### src/rtl/render_frame_sequencer.sv
// rtl/render_frame_sequencer.sv - blanking-window command sequencer and raster scan head for the renderer chain

// Command buffer: holds {stage, reg, data} words until a programming window drains them.
module rfs_cmd_fifo #(
  parameter int WIDTH = 26,
  parameter int DEPTH = 8
) (
  input  logic             clk,
  input  logic             rst,
  input  logic             push,
  input  logic             pop,
  input  logic [WIDTH-1:0] wdata,
  output logic [WIDTH-1:0] rdata,
  output logic             full,
  output logic             empty
);

  localparam int AW = $clog2(DEPTH);
  localparam logic [AW:0] FULL_COUNT = DEPTH[AW:0];

  logic [WIDTH-1:0] mem [DEPTH];
  logic [AW-1:0]    wr_ptr;
  logic [AW-1:0]    rd_ptr;
  logic [AW:0]      count;
  logic             push_ok;
  logic             pop_ok;

  // Requests are qualified here so a write into a full buffer or a read of an empty one is a no-op.
  assign full    = (count == FULL_COUNT);
  assign empty   = (count == '0);
  assign push_ok = push && !full;
  assign pop_ok  = pop && !empty;
  assign rdata   = mem[rd_ptr];

  // Storage array; contents are don't-care until written, so it carries no reset.
  always_ff @(posedge clk) begin
    if (push_ok) begin
      mem[wr_ptr] <= wdata;
    end
  end

  // Pointers wrap naturally because the depth is a power of two.
  always_ff @(posedge clk or posedge rst) begin
    if (rst) begin
      wr_ptr <= '0;
      rd_ptr <= '0;
      count  <= '0;
    end else begin
      if (push_ok) begin
        wr_ptr <= wr_ptr + 1'b1;
      end
      if (pop_ok) begin
        rd_ptr <= rd_ptr + 1'b1;
      end
      case ({push_ok, pop_ok})
        2'b10:   count <= count + 1'b1;
        2'b01:   count <= count - 1'b1;
        default: count <= count;
      endcase
    end
  end

endmodule

module render_frame_sequencer #(
  parameter int          H_ACTIVE     = 640,
  parameter int          V_ACTIVE     = 480,
  parameter int          BLANK_CYCLES = 64,
  parameter int          FIFO_DEPTH   = 8,
  parameter logic [11:0] BG_COLOR     = 12'h000
) (
  input  logic        clk,
  input  logic        rst,
  input  logic        en,
  input  logic        cmd_valid,
  output logic        cmd_ready,
  input  logic [10:0] cmd_stage,
  input  logic [2:0]  cmd_reg,
  input  logic [11:0] cmd_data,
  output logic        program_out,
  output logic [10:0] x_out,
  output logic [11:0] y_out,
  output logic [11:0] data_out,
  output logic        pix_valid_out,
  output logic        frame_start,
  output logic [15:0] frame_cnt
);

  typedef enum logic [1:0] {
    IDLE,
    PROGRAM,
    SCAN
  } state_t;

  localparam int BW = (BLANK_CYCLES > 1) ? $clog2(BLANK_CYCLES) : 1;
  localparam logic [BW-1:0] BLANK_LAST = BW'(BLANK_CYCLES - 1);
  localparam logic [10:0]   X_LAST     = 11'(H_ACTIVE - 1);
  localparam logic [11:0]   Y_LAST     = 12'(V_ACTIVE - 1);

  state_t        state;
  state_t        state_nxt;
  logic [BW-1:0] blank_cnt;
  logic [BW-1:0] blank_nxt;
  logic [10:0]   x_cnt;
  logic [10:0]   x_nxt;
  logic [11:0]   y_cnt;
  logic [11:0]   y_nxt;
  logic          frame_done;

  logic          fifo_push;
  logic          fifo_pop;
  logic          fifo_full;
  logic          fifo_empty;
  logic [25:0]   fifo_rdata;

  logic          prog_nxt;
  logic [10:0]   xo_nxt;
  logic [11:0]   yo_nxt;
  logic [11:0]   data_nxt;
  logic          pv_nxt;
  logic          fs_nxt;

  // Ready is forced low while reset is held; the FIFO itself is empty then but must not look open.
  assign cmd_ready = !rst && !fifo_full;
  assign fifo_push = cmd_valid && cmd_ready;

  rfs_cmd_fifo #(
    .WIDTH (26),
    .DEPTH (FIFO_DEPTH)
  ) u_cmd_fifo (
    .clk   (clk),
    .rst   (rst),
    .push  (fifo_push),
    .pop   (fifo_pop),
    .wdata ({cmd_stage, cmd_reg, cmd_data}),
    .rdata (fifo_rdata),
    .full  (fifo_full),
    .empty (fifo_empty)
  );

  // Sequencer state, blank-window counter and raster position.
  always_ff @(posedge clk or posedge rst) begin
    if (rst) begin
      state     <= IDLE;
      blank_cnt <= '0;
      x_cnt     <= '0;
      y_cnt     <= '0;
    end else begin
      state     <= state_nxt;
      blank_cnt <= blank_nxt;
      x_cnt     <= x_nxt;
      y_cnt     <= y_nxt;
    end
  end

  // Next state plus the beat the current state produces; en only matters in IDLE and at frame end.
  always_comb begin
    state_nxt  = state;
    blank_nxt  = blank_cnt;
    x_nxt      = x_cnt;
    y_nxt      = y_cnt;
    frame_done = 1'b0;
    fifo_pop   = 1'b0;
    prog_nxt   = 1'b0;
    xo_nxt     = '0;
    yo_nxt     = '0;
    data_nxt   = '0;
    pv_nxt     = 1'b0;
    fs_nxt     = 1'b0;
    case (state)
      IDLE: begin
        if (en) begin
          state_nxt = PROGRAM;
          blank_nxt = '0;
        end
      end
      PROGRAM: begin
        if (!fifo_empty) begin
          fifo_pop = 1'b1;
          prog_nxt = 1'b1;
          xo_nxt   = fifo_rdata[25:15];
          yo_nxt   = {9'b0, fifo_rdata[14:12]};
          data_nxt = fifo_rdata[11:0];
        end
        if (blank_cnt == BLANK_LAST) begin
          state_nxt = SCAN;
          blank_nxt = '0;
          x_nxt     = '0;
          y_nxt     = '0;
        end else begin
          blank_nxt = blank_cnt + 1'b1;
        end
      end
      SCAN: begin
        pv_nxt   = 1'b1;
        xo_nxt   = x_cnt;
        yo_nxt   = y_cnt;
        data_nxt = BG_COLOR;
        fs_nxt   = (x_cnt == '0) && (y_cnt == '0);
        if (x_cnt == X_LAST) begin
          x_nxt = '0;
          if (y_cnt == Y_LAST) begin
            y_nxt      = '0;
            frame_done = 1'b1;
            blank_nxt  = '0;
            state_nxt  = en ? PROGRAM : IDLE;
          end else begin
            y_nxt = y_cnt + 12'd1;
          end
        end else begin
          x_nxt = x_cnt + 11'd1;
        end
      end
      default: begin
        state_nxt = IDLE;
      end
    endcase
  end

  // Registered beat outputs and the completed-frame counter.
  always_ff @(posedge clk or posedge rst) begin
    if (rst) begin
      program_out   <= 1'b0;
      x_out         <= '0;
      y_out         <= '0;
      data_out      <= '0;
      pix_valid_out <= 1'b0;
      frame_start   <= 1'b0;
      frame_cnt     <= '0;
    end else begin
      program_out   <= prog_nxt;
      x_out         <= xo_nxt;
      y_out         <= yo_nxt;
      data_out      <= data_nxt;
      pix_valid_out <= pv_nxt;
      frame_start   <= fs_nxt;
      if (frame_done) begin
        frame_cnt <= frame_cnt + 16'd1;
      end
    end
  end

endmodule
### config.mk
export PLATFORM = sky130hd
export DESIGN_NAME = render_frame_sequencer
export DESIGN_NICKNAME = d
export VERILOG_FILES = /design/src/rtl/render_frame_sequencer.sv
export SDC_FILE = /design/constraint.sdc
export NUM_CORES = 1
export LEC_CHECK = 0
export ABC_AREA = 0
export BUFFER_PORTS_ARGS = -buffer_cell sky130_fd_sc_hd__buf_4
export CAP_MARGIN = 20
export CORE_MARGIN = 1
export CORE_UTILIZATION = 60
export CTS_BUF_LIST = sky130_fd_sc_hd__clkbuf_8 sky130_fd_sc_hd__clkbuf_16
export CTS_CLUSTER_DIAMETER = 150
export CTS_CLUSTER_SIZE = 16
export DETAILED_ROUTE_END_ITERATION = 10
export PLACE_DENSITY = 0.87
export SYNTH_ARGS = -nofsm -noshare
export SYNTH_HDL_FRONTEND = slang
export SYNTH_SLANG_ARGS = --single-unit
### constraint.sdc
create_clock -name clk -period 4.6 [get_ports clk]
set_clock_uncertainty 0.2 [all_clocks]
set_input_delay 0.69 -clock clk [delete_from_list [all_inputs] [get_ports clk]]
set_output_delay 0.69 -clock clk [all_outputs]
set_load 0.01 [all_outputs]
Word level (Yosys, flattened, before mapping)
Memories as Yosys holds them, arrays and structs flattened. Cells that the tools add are included. W data, S select, Z words.

Bits in registers: 95. Memory bits (writable): 208. Bits of input ports: 30. Memories kept: 1.

Memory list: u_cmd_fifo.mem (depth 8, bits a word 26, read ports 1, clocked after memory_dff 0, write ports 1, RTL line 21) `logic [WIDTH-1:0] mem [DEPTH];`.

Add/sub/neg operators: 8. Eq/ne operators: 12. Mux-type cells: 34. Reduce and logical (&&, ||, !) cells: 19.

Operator list (count): $mux W12 (5); $pmux W12 S2 (2); $pmux W11 S2 (2); $mux W11 (3); $mux W6 (4); $pmux W6 S3 (1); $add A16 B1 Y16 const B (1); $add A12 B1 Y12 const B (1); $eq A12 B9 Y1 const B (1); $logic_not A12 Y1 (1); $add A11 B1 Y11 const B (1); $eq A11 B10 Y1 const B (1); $logic_not A11 Y1 (1); $mux W1 (10); $mux W2 (4); $ne A2 B2 Y1 const B (4); $pmux W4 S2 (1); $reduce_and A4 Y1 (2); $add A3 B1 Y3 const B (2); $add A6 B1 Y6 const B (1); $eq A6 B6 Y1 const B (1); $pmux W2 S3 (1); $logic_and A1 B1 Y1 (5); $add A4 B1 Y4 const B (1); 12 further kinds (17).

Longest topological paths before layout
Depth after elaboration: 7. Depth in mapped cells: 12. Mapped depth without buffers: 11.

Hierarchy
Synthesis repeated with hierarchy kept, for this count alone.

Cell total of the unflattened synthesis: 747. Area total of the unflattened synthesis: 12632.1 um^2.

Modules (own cells, without submodules): rfs_cmd_fifo (instances 1, cells each 369, area each 8658.3 um^2, seq. area each 6496.2 um^2); render_frame_sequencer (instances 1, cells each 378, area each 3973.8 um^2, seq. area each 2127.0 um^2).

Least setup slack after synthesis
OpenSTA, ideal clock, no wires.

Kind: input to register. Start: in rst. End: mem u_cmd_fifo.mem[0][0] (enable). Setup time: 0.442 ns. Data arrival time: 3.233 ns. Path slack: 0.725 ns. Stages: 5. Path through: a21oi_1 and2_1 clkbuf_1 nand2b_1 nor3_1.

Longest elaborated chain between the ends: 6.

RTL lines: from (decl) (RTL line 73) `input logic rst,`; $logic_not A1 Y1 (no source line); $logic_and A1 B1 Y1 (RTL line 124) `assign cmd_ready = !rst && !fifo_full;`; $logic_and A1 B1 Y1 (RTL line 125) `assign fifo_push = cmd_valid && cmd_ready;`; $logic_and A1 B1 Y1 (RTL line 31) `assign push_ok = push && !full;`; $mux W1 (RTL line 37) `if (push_ok) begin`; $mux W1 (implied by the code) (RTL line 38) `mem[wr_ptr] <= wdata;`; to (decl) (RTL line 21).

Every way passes these cells.

Worst setup path in the final report
Start: reg state[0]. End: reg y_cnt[8].

Longest elaborated chain between the ends: 3. Elaborated cells between the ends (all ways): 7.

RTL lines: from (decl) (RTL line 100) `state_t state;`; from (signal assigned) (RTL line 149) `state <= state_nxt;`; $eq A2 B2 Y1 / $eq A2 B1 Y1 (equally long branches) (RTL line 170) `case (state)`; $ne A2 B2 Y1 (no source line) / $reduce_bool A2 Y1 (equally long branches); $reduce_and A3 Y1 (no source line); to (signal assigned) (RTL line 152) `y_cnt <= y_nxt;`; to (decl) (RTL line 106) `logic [11:0] y_cnt;`.

Several ways; a longest one is shown, not always the timed one. A chain may end at the register's enable or synchronous reset.

==> flow_summary.toml <==
[global_routing]
antenna_found_initial = 0
grt_usage_pct = 24.2
grt-ovfl-total = 0
grt_max_degree = 68
grt_pass1_wl_um = 37200
grt_pass1_vias = 6799

[cts]
hold_buffers = 0
clock_path_buffers = 3
clk_latency_ps = 530
cts.sinks = 303
htreeDepth = 1
cts_tree = "built"
root_buffer = "clkbuf_16"
post_cts_resize_count = 0
clkTransAtPathRegs_ps = 70
postCtsSetupBuffers = 0
cts_buffers = 22

[detailed_routing]
routedWlPerCell_um = 21.5
num_vias = 6700
viasPerCell = 6.04
drtAntennaViolNets = 0
drc_errors = 0
firstDrtPassIters = 5
wl_um = 23800
drt_iter0_markers = 578

[setup_path]
critPathKind = "reg -> reg"
r2r_start = "state[0]"
reg2reg_to = "y_cnt[8]"
cp.required_ps = 4820
max_stage_delay_ps = 710
crit_buf_inv = 2
ff2ff_setup_slack_ps = 1570
ff2ff_path_depth = 7
cpMaxStageDelayCell = "ha_1"
cp-end-kind = "flip-flop"
worstPathMaxFanout = 25
cp.depth = 7
worstPathArrival_ps = 3250
crit_chain = "inv_1 > ha_1 > o31ai_1 > buf_4 > nor3b_1 > nand4_1 > o21ai_0"
cpLargestDelayFamily = "simple AND/OR/NAND/NOR gates"
startpoint_type = "flip-flop"

[sta]
fin_crit_ps = 3030
setup_viol = 0
final.setup.worst_slack_ps = 1570
worst-slew-pin-transition_ps = 1050
rsz0062_at_grt = "no"
fin_setup_tns_ps = 0
slew_headroom_pct = 30.1
timing.fmax_ghz = 0.330
post-route-period-util_pct = 65.8
slew_viol_final = 0
final_hold_viol_count = 0

[logic_synthesis]
synth_area_um2 = 12200
synth.distinct_cells = 52
synth_fp_nets = 785
postSynth.asyncResetShare_pct = 31.4
synthFlopType = "edfxtp_1"
synth_edf_count = 208
ys_seq_area_share_pct = 70.9
synth_cells = 740
yosys_warnings = 0
synth-seq-cells = 303
syn_area_per_cell_um2 = 16.4

[final_layout]
diodes = 0
multi_input_area_um2 = 3360
fin_cells = 1110
syn_to_final_growth_pct = 13.3
seq_area_um2 = 8630
drive_above_1_share_pct = 23.3
fin_nets = 876
final_common_cell = "edfxtp_1"
layout_common_cells = "edfxtp_1, buf_4, dfrtp_1"
nFillCells = 1234
stdcell_area_um2 = 13800

[placed_design]
io_buffers = 84
place_ws_ps = 1630
gp_routability_congestion = 0.863
placed_area_um2 = 13100
hpwl_um = 14000
placed_cells = 1071

[floorplan]
core_area_um2 = 19700
initial_core_util_pct = 61.9
die_height_um = 144
rows = 51
die_w_um = 144
ioPinCount = 85
dieArea_um2 = 20800

[outcome]
status = "finished clean"

[power_and_ir_drop]
ir_worst_vdd_mv = 0.591
power.density_nw_per_um2 = 519
intPower_mw = 5.03
comb_power_share_pct = 26.2
swShare_pct = 29.7
power_switching_mw = 2.12
pwr-share-seq_pct = 49.4
p_total_mw = 7.15
leakage_nw = 5.20
pwr-share-clk_pct = 24.4

[job]
drv_cap = 0

[worst_hold_path]
min_path_type = "in -> async"
## cells by family (layout without fill, tap and decap cells)
kind of cell    Yosys count  in the layout  synth area share, %
fa+ha+maj                15             15                 1.54
flops                   303            303                 70.9
mux                      83             83                 12.3
xor+xnor                 25             25                 1.80
simple gates            187            187                 7.91
buf+inv                  49            154                 1.70
compound gates           78             78                 3.87
## layer usage
| layer | vias up | GRT usage [%] | routed length [um] |
|---|---|---|---|
| li1 | 3003 | - | - |
| met1 | 3403 | 32.7 | 9620 |
| met2 | 256 | 40.5 | 12300 |
| met3 | 38 | 4.01 | 1510 |
| met4 | 0 | 7.87 | 437 |
| met5 | - | 0 | 0 |
## layout make-up
type	instances	share of cell area, %
sequential	303	62.6
tap	265	2.41
timing repair buffer	99	5.54
clock inverter	16	0.626
multi-input combinational	388	24.3
clock buffer	22	3.99
inverter	17	0.481
## power groups by stage
stage          Sequential (mW)  Combinational [mW]  Clock, mW
2_1_floorplan             3.44                1.38          0
3_3_place_gp              3.68                1.67          0
3_5_place_dp              3.69                1.73          0
4_1_cts                   3.64                1.75       1.78
5_1_grt                   3.58                2.02       1.88
6_report                  3.54                1.87       1.75
## cell usage after synthesis, drive strengths merged, types with 3 or more instances
library cell | instances | share of area (%)
nand2 | 50 | 1.5
nor2 | 37 | 1.1
xor2 | 9 | 0.65
nand4 | 10 | 0.51
edfxtp | 208 | 51
nand3 | 25 | 1.0
nand3b | 4 | 0.25
ha | 15 | 1.5
mux4 | 52 | 9.6
o31ai | 6 | 0.37
and4 | 4 | 0.29
and2 | 12 | 0.64
nor2b | 5 | 0.26
nor3b | 3 | 0.19
and3 | 5 | 0.26
nor4 | 4 | 0.21
mux2 | 5 | 0.49
mux2i | 26 | 2.1
clkbuf | 21 | 0.65
buf | 11 | 0.52
nor3 | 10 | 0.41
nand2b | 8 | 0.41
xnor2 | 16 | 1.2
dfrtp | 95 | 20
a31oi | 6 | 0.31
inv | 17 | 0.52
o21ai | 45 | 1.9
a21oi | 7 | 0.29
## sequential cells by signal, summed over array words and instances, names as in the netlist
register	count
frame_cnt	16
y_out	12
frame_start	1
data_out	12
program_out	1
u_cmd_fifo.mem	208
blank_cnt	6
pix_valid_out	1
x_cnt	11
u_cmd_fifo.count	4
y_cnt	12
u_cmd_fifo.wr_ptr	3
u_cmd_fifo.rd_ptr	3
state	2
x_out	11
## stage by stage
stage | hold slack (ps) | utilization (%)
3_3_place_gp | 264 | 66.7
2_1_floorplan | 256 | -
3_5_place_dp | 270 | 66.7
6_report | 151 | 70.1
5_1_grt | 178 | 70.1
4_1_cts | 176 | 70.0
## how the worst max path moves through the flow
stage | startpoint | end | slack [ps]
5_1_grt | state[0] | y_cnt[8] | 1270
3_5_place_dp | state[1] | u_cmd_fifo.count[2] | 1630
4_1_cts | state[0] | y_cnt[8] | 1610
2_1_floorplan | rst | u_cmd_fifo.mem[0][0] | 730
6_report | state[0] | y_cnt[8] | 1570
3_3_place_gp | x_cnt[7] | blank_cnt[0] | 1720
Note: power is estimated with default switching activity, not from simulation.
